File: src/rtl/demux_stream_1ton.sv
`default_nettype none
// ============================================================================
//  Module      : demux_stream_1ton
//  Description : Registered 1:N demultiplexer for valid/ready streams.
//                A single producer word is routed to the channel picked by
//                in_sel, or to every channel in broadcast mode. Each output
//                channel owns a one-entry holding register, so a channel can
//                accept a new word in the same cycle its consumer takes the
//                old one (one word per cycle per channel).
//  Revision    : 1.0 - initial release
// ----------------------------------------------------------------------------
//  Parameters
//    DATA_W    payload width in bits (>= 1)
//    SEL_W     select width; N_OUT = 2**SEL_W channels (>= 1)
//  Ports
//    clk        rising-edge clock
//    rst_n      synchronous reset, active-low
//    en         block enable; 0 = accept nothing, held words still drain
//    in_data    input payload
//    in_sel     destination channel index (ignored when in_bcast = 1)
//    in_bcast   deliver the word to all channels, all-or-nothing
//    in_valid   producer has a word
//    in_ready   word is accepted this cycle (combinational)
//    out_data   channel i payload at [i*DATA_W +: DATA_W], zero when empty
//    out_valid  channel i holds a word
//    out_ready  consumer i takes its word this cycle
//    busy       at least one channel holds a word
// ============================================================================
module demux_stream_1ton #(
    parameter int DATA_W = 8,
    parameter int SEL_W  = 2,
    localparam int N_OUT = 2 ** SEL_W
) (
    input  logic                    clk,
    input  logic                    rst_n,
    input  logic                    en,
    input  logic [DATA_W-1:0]       in_data,
    input  logic [SEL_W-1:0]        in_sel,
    input  logic                    in_bcast,
    input  logic                    in_valid,
    output logic                    in_ready,
    output logic [N_OUT*DATA_W-1:0] out_data,
    output logic [N_OUT-1:0]        out_valid,
    input  logic [N_OUT-1:0]        out_ready,
    output logic                    busy
);

    // Per-channel state: the valid flag is the whole state machine.
    localparam logic [0:0] ST_EMPTY = 1'b0;
    localparam logic [0:0] ST_FULL  = 1'b1;

    logic [N_OUT-1:0]  r_vld;
    logic [DATA_W-1:0] r_data [N_OUT];

    logic [N_OUT-1:0]  w_can_acc;
    logic [N_OUT-1:0]  w_target;
    logic              w_xfer;

    // A channel can take a word if it is empty or is being drained right now.
    assign w_can_acc = ~r_vld | out_ready;

    // Broadcast needs every channel free so delivery is never partial.
    // While reset is held nothing is taken, so acceptance is not advertised.
    assign in_ready = rst_n & en &
                      (in_bcast ? (&w_can_acc) : w_can_acc[in_sel]);

    assign w_xfer = in_valid & in_ready;

    assign busy = |r_vld;

    generate
        for (genvar i = 0; i < N_OUT; i++) begin : g_ch
            assign w_target[i] = w_xfer & (in_bcast | (in_sel == SEL_W'(i)));

            // Load has priority over drain so a simultaneous take-and-refill
            // keeps the channel full with the new word.
            always_ff @(posedge clk) begin
                if (!rst_n) begin
                    r_vld[i]  <= ST_EMPTY;
                    r_data[i] <= '0;
                end else if (w_target[i]) begin
                    r_vld[i]  <= ST_FULL;
                    r_data[i] <= in_data;
                end else if ((r_vld[i] == ST_FULL) && out_ready[i]) begin
                    // Stale payload stays in r_data; output masking hides it.
                    r_vld[i]  <= ST_EMPTY;
                end
            end

            assign out_valid[i] = r_vld[i];
            assign out_data[i*DATA_W +: DATA_W] =
                (r_vld[i] == ST_FULL) ? r_data[i] : '0;
        end
    endgenerate

endmodule
`default_nettype wire

File: config.mk
export PLATFORM = sky130hd
export DESIGN_NAME = demux_stream_1ton
export DESIGN_NICKNAME = d
export VERILOG_FILES = /design/src/rtl/demux_stream_1ton.sv
export SDC_FILE = /design/constraint.sdc
export NUM_CORES = 1
export LEC_CHECK = 0
export CAP_MARGIN = 20
export CORE_MARGIN = 5
export CORE_UTILIZATION = 42
export DETAILED_ROUTE_END_ITERATION = 8
export PLACE_DENSITY = 0.76
export SLEW_MARGIN = 20
export SYNTH_ARGS = -nofsm -noshare
export SYNTH_HDL_FRONTEND = slang
export SYNTH_SLANG_ARGS = --single-unit
File: constraint.sdc
create_clock -name clk -period 2.04 [get_ports clk]
set_input_delay 0.408 -clock clk [delete_from_list [all_inputs] [get_ports clk]]
set_output_delay 0.408 -clock clk [all_outputs]
set_load 0.01 [all_outputs]
## Yosys cells after proc, flatten, opt, wreduce, memory -nomap -nowiden

Memories as Yosys holds them, arrays and structs flattened.
Index checks and enable logic that the tools add are counted.
W data, S select, Z words.

| storage, ports and cells | value |
|---|---|
| output and inout bits | 38 |
| memories | 1 |
| bits in writable memories | 32 |
| input port bits | 19 |
| logic and storage cells | 69 |
| register bits | 4 |

Memories:

| name | depth | width | read ports | clocked after memory_dff | write ports | RTL line | source |
|---|---|---|---|---|---|---|---|
| r_data | 4 | 8 | 4 | 0 | 4 | 53 | `logic [DATA_W-1:0] r_data [N_OUT];` |

| cells by class | value |
|---|---|
| reduce and logical (&&, ||, !) cells | 11 |
| mux-type cells | 32 |
| equality and inequality tests | 3 |
| bitwise gates (word level) | 17 |
| magnitude comparators | 1 |

Operator list:

| operator | count |
|---|---|
| $mux W8 | 8 |
| $mux W1 | 23 |
| $or A1 B1 Y1 | 8 |
| $reduce_bool A2 Y1 | 4 |
| $and A1 B1 Y1 | 7 |
| $eq A2 B2 Y1 const B | 2 |
| $logic_and A1 B1 Y1 | 4 |
| $not A4 Y4 | 1 |
| $or A4 B4 Y4 | 1 |
| $reduce_and A4 Y1 | 1 |
| $reduce_or A4 Y1 | 1 |
| $lt A2 B3 Y1 const B | 1 |
| $bmux W1 S2 | 1 |
| $eq A2 B1 Y1 const B | 1 |
| $logic_not A2 Y1 | 1 |

## Longest topological paths before layout

| depth | value |
|---|---|
| depth in word-level cells | 12 |
| depth in mapped cells | 5 |
| mapped depth without buffers | 4 |

## Least setup slack after synthesis

No wires, ideal clock.

| timing | value |
|---|---|
| path type | input to register |
| start point | input rst_n |
| end point | memory r_data[2][0] (enable) |
| cell stages on the path | 5 |
| setup time | 0.374 ns |
| path slack | 0.104 ns |
| arrival time | 1.563 ns |
| buffers on the path | 2 |
| data required time | 1.666 ns |
| cells stage by stage | buf_2 > and3_1 > nand4_4 > buf_12 > o21ai_1 |

RTL lines:

| element | RTL line | source |
|---|---|---|
| from (decl) | 35 | `input logic rst_n,` |
| to (decl) | 53 |  |

## Final worst setup path

| timing | value |
|---|---|
| start point | register r_vld[0], in the netlist out_valid[0] |
| end point | output out_data[4] |

| between the ends | value |
|---|---|
| longest elaborated chain between the ends | 1 |

RTL lines:

| element | RTL line | source |
|---|---|---|
| from (decl) | 52 | `logic [N_OUT-1:0] r_vld;` |
| from (signal, indexed assignment) | 79 | `r_vld[i] <= ST_EMPTY;` |
| from (signal, indexed assignment) | 82 | `r_vld[i] <= ST_FULL;` |
| from (signal, indexed assignment) | 86 | `r_vld[i] <= ST_EMPTY;` |
| $mux W8 | 92 | `(r_vld[i] == ST_FULL) ? r_data[i] : '0;` |
| to (decl) | 42 | `output logic [N_OUT*DATA_W-1:0] out_data,` |

No other way between the ends.

==> impl_metrics.toml <==
[pwr]
clock_power_share_pct = 27.3
cellPowerDensity_nw_per_um2 = 569
p_seq_share_pct = 56.4
vdd_drop_max_uv = 289
p_sw_uw = 339
combPwrFrac_pct = 16.3
finalPower_uw = 1530
internal_power_uw = 1190
leakage_uw = 0.00102
netSwitchingFraction_pct = 22.2

[logic_synthesis]
yosysUniqueCellTypes = 26
yosys.area_share.simple_pct = 31.8
ys_warn_count = 0
synth_cells = 150
synthAdderAreaFrac_pct = 0
synth-edff-count = 32
syn_nets = 169
synth-compound-area-share_pct = 7.57
synthArstFlopShare_pct = 0
synth_top_cell_area_share_pct = 51.0
synth_area_um2 = 1880
yosysTopAreaCell = "edfxtp_1"
synth_xor_area_share_pct = 0
synth_seq_cells = 36
yosys_most_used_dff = "edfxtp_1"
synth_top_family_by_area = "simple AND/OR/NAND/NOR gates"
synth_mux_area_share_pct = 0
yosysSeqAreaShare_pct = 55.2
yosys-top-cells-count = "32 x and2_1, 32 x edfxtp_1, 24 x nor3_2, 8 x inv_1, 8 x nor3_1"
ys_top_cells_by_area = "edfxtp_1 51%, nor3_2 13%, and2_1 11%, dfxtp_1 4.2%, o21ai_2 2.8%"
avgSynthCellArea_um2 = 12.6

[global_route]
grt_pass1_vias = 1290
overflow = 0
grt_pass1_wl_mm = 6.26
antenna_found_initial = 0
grt_max_degree = 13
grtUsageTotal_pct = 13.4

[timing]
tightest_slew_ns = 0.303
finalWorstSetupSlack_ns = 0.142
setup_viol = 0
fmax_mhz = 527
rsz0062_at_grt = "no"
slew_headroom_pct = 79.7
slew_violations = 0
clock_skew_ns = 0.00330
hold_viol = 0
fin_crit_ns = 1.90
post-route-period-util_pct = 93.0
hold_ws_ns = 0.657

[detailed_routing]
drt_wl_total_mm = 3.78
first_pass_iters = 4
via_per_inst = 4.82
drt_iter0_drc = 68
wire_per_inst_um = 13.5
vias = 1354
drc = 0
postRouteAntennaNets = 0

[setup_path]
critPathLaunch = "out_valid[0]$_SDFFE_PN0P_"
cp-start-kind = "flop"
cp_slowest_cell = "clkdlybuf4s50_1"
crit_chain = "buf_4 > and2_1 > clkdlybuf4s50_1"
worstReg2RegStart = "out_valid[1]$_SDFFE_PN0P_"
reg2regPathDepth = 7
r2r_setup_slack_ns = 0.32
crit_path_end = "out_data[4]"
path_max_fanout = 9
worstPathRequired_ns = 1.63
setup.worst_path.end_class = "primary output"
slowest_delay_ns = 0.55
crit_type = "reg -> out"
reg2reg_to = "r_data[2][4]$_SDFFCE_PN0P_"
arrival_ns = 1.49

[placed_design]
pre_cts_ws_ns = -0.409
dpl.hpwl_mm = 2.99
place_congestion = 0.865
portBuffers = 56
placed_cells = 276

[clock_network]
cts_setup_buffers = 0
path_clk_slew_ns = 0.06
htree_levels = 2
root_buffer = "clkbuf_8"
cts.sinks = 36
cts_made_buffers = 5
cts_hold_buf = 0
cts_tree = "done"
clkLatencyLatePin_ns = 0.27
cts.path.max_buffers = 2

[cells_and_area]
area_growth_pct = 42.6
diodes = 0
final_layout_size_suffix_gt1_share_pct = 29.3
final_nets = 250
n_fill_cell = 354
layoutNonFillerInstCount = 281
multi_input_area_um2 = 746
post-route-util_pct = 61.7
register_area_um2 = 1040

[flow_run]
cap_violations = 0

[run_status]
status = "finished clean"

[floorplanning]
start_util_pct = 43.3
num_rows = 24
die_h_um = 77.0
die_w_um = 77.0
die_area_um2 = 5930
ioPinCount = 57
core_area_um2 = 4350

[worst_hold_path]
worstHoldPathType = "reg -> reg"
-- area by class of cell --
| class | count | share of cell area [%] |
|---|---|---|
| inverters | 9 | 1.26 |
| multi-input cells | 99 | 27.8 |
| clock buffers | 5 | 2.56 |
| repair buffers | 80 | 27.2 |
| flip-flops and latches | 36 | 38.8 |
| well taps | 52 | 2.42 |
-- worst max-delay path: cells and delay by family (launching register included) --
family / cells / cell delay [ns]
buf+inv: 2 / 0.72
flops: 1 / 0.38
simple gates: 1 / 0.12
-- repair_timing --
action,CTS,global route
resized for setup,7,2
endpoints found under the hold margin,0,0
pin swaps,0,0
cloned,0,0
endpoints found under the setup margin,2,1
-- worst min path at each step --
stage / start / end / slack (ns) / cells past startpoint
4_1_cts: out_valid[0]$_SDFFE_PN0P_ / out_valid[0]$_SDFFE_PN0P_ / 0.66 / 4
3_5_place_dp: out_valid[0]$_SDFFE_PN0P_ / out_valid[0]$_SDFFE_PN0P_ / 0.64 / 4
5_1_grt: out_valid[0]$_SDFFE_PN0P_ / out_valid[0]$_SDFFE_PN0P_ / 0.69 / 4
6_report: out_valid[0]$_SDFFE_PN0P_ / out_valid[0]$_SDFFE_PN0P_ / 0.66 / 4
3_3_place_gp: out_valid[0]$_SDFFE_PN0P_ / out_valid[0]$_SDFFE_PN0P_ / 0.65 / 4
2_1_floorplan: out_ready[0] / out_valid[0]$_SDFFE_PN0P_ / 0.58 / 3
-- per-layer routing --
metal,routed length [um],global-route usage [%]
met1,1670,16.4
met2,1740,21.9
met3,274,3.51
met4,98,6.53
met5,0,0
-- kinds of logic after synthesis --
kind of cell,Yosys count
flip-flops,36
buffers and inverters,15
AO/OA/AOI/OAI,14
AND/OR/NAND/NOR,85
-- registers in the layout (all words and copies together), names as in the netlist --
name	flops
r_data	32
out_valid	4
-- layout by cell type, fill, tap and decap left out, drive strengths merged --
cell type / count
a21oi: 1
and2: 32
and3: 1
buf: 24
clkbuf: 6
clkdlybuf4s50: 51
dfxtp: 4
dlygate4sd2: 4
edfxtp: 32
inv: 9
nand2: 6
nand2b: 1
nand3: 1
nand4: 1
nor2: 5
nor2b: 5
nor3: 32
o21ai: 10
o21ba: 1
o311ai: 1
o32a: 1
or4: 1
-- power groups by stage --
stage | Clock [uW] | Sequential, uW | Combinational (uW)
floorplan | 0 | 874 | 124
global placement | 0 | 877 | 252
detailed placement | 0 | 879 | 256
CTS | 436 | 863 | 252
global route | 463 | 869 | 268
finish | 417 | 862 | 250
-- stage by stage --
step | area (um2) | TNS (ns)
after global placement | 2620 | -8.54
final | 2690 | 0
after global routing | 2690 | 0
after detailed placement | 2620 | -10.63
after CTS | 2690 | 0
after floorplan | 1880 | 0
(Power assumes the default switching activity.)
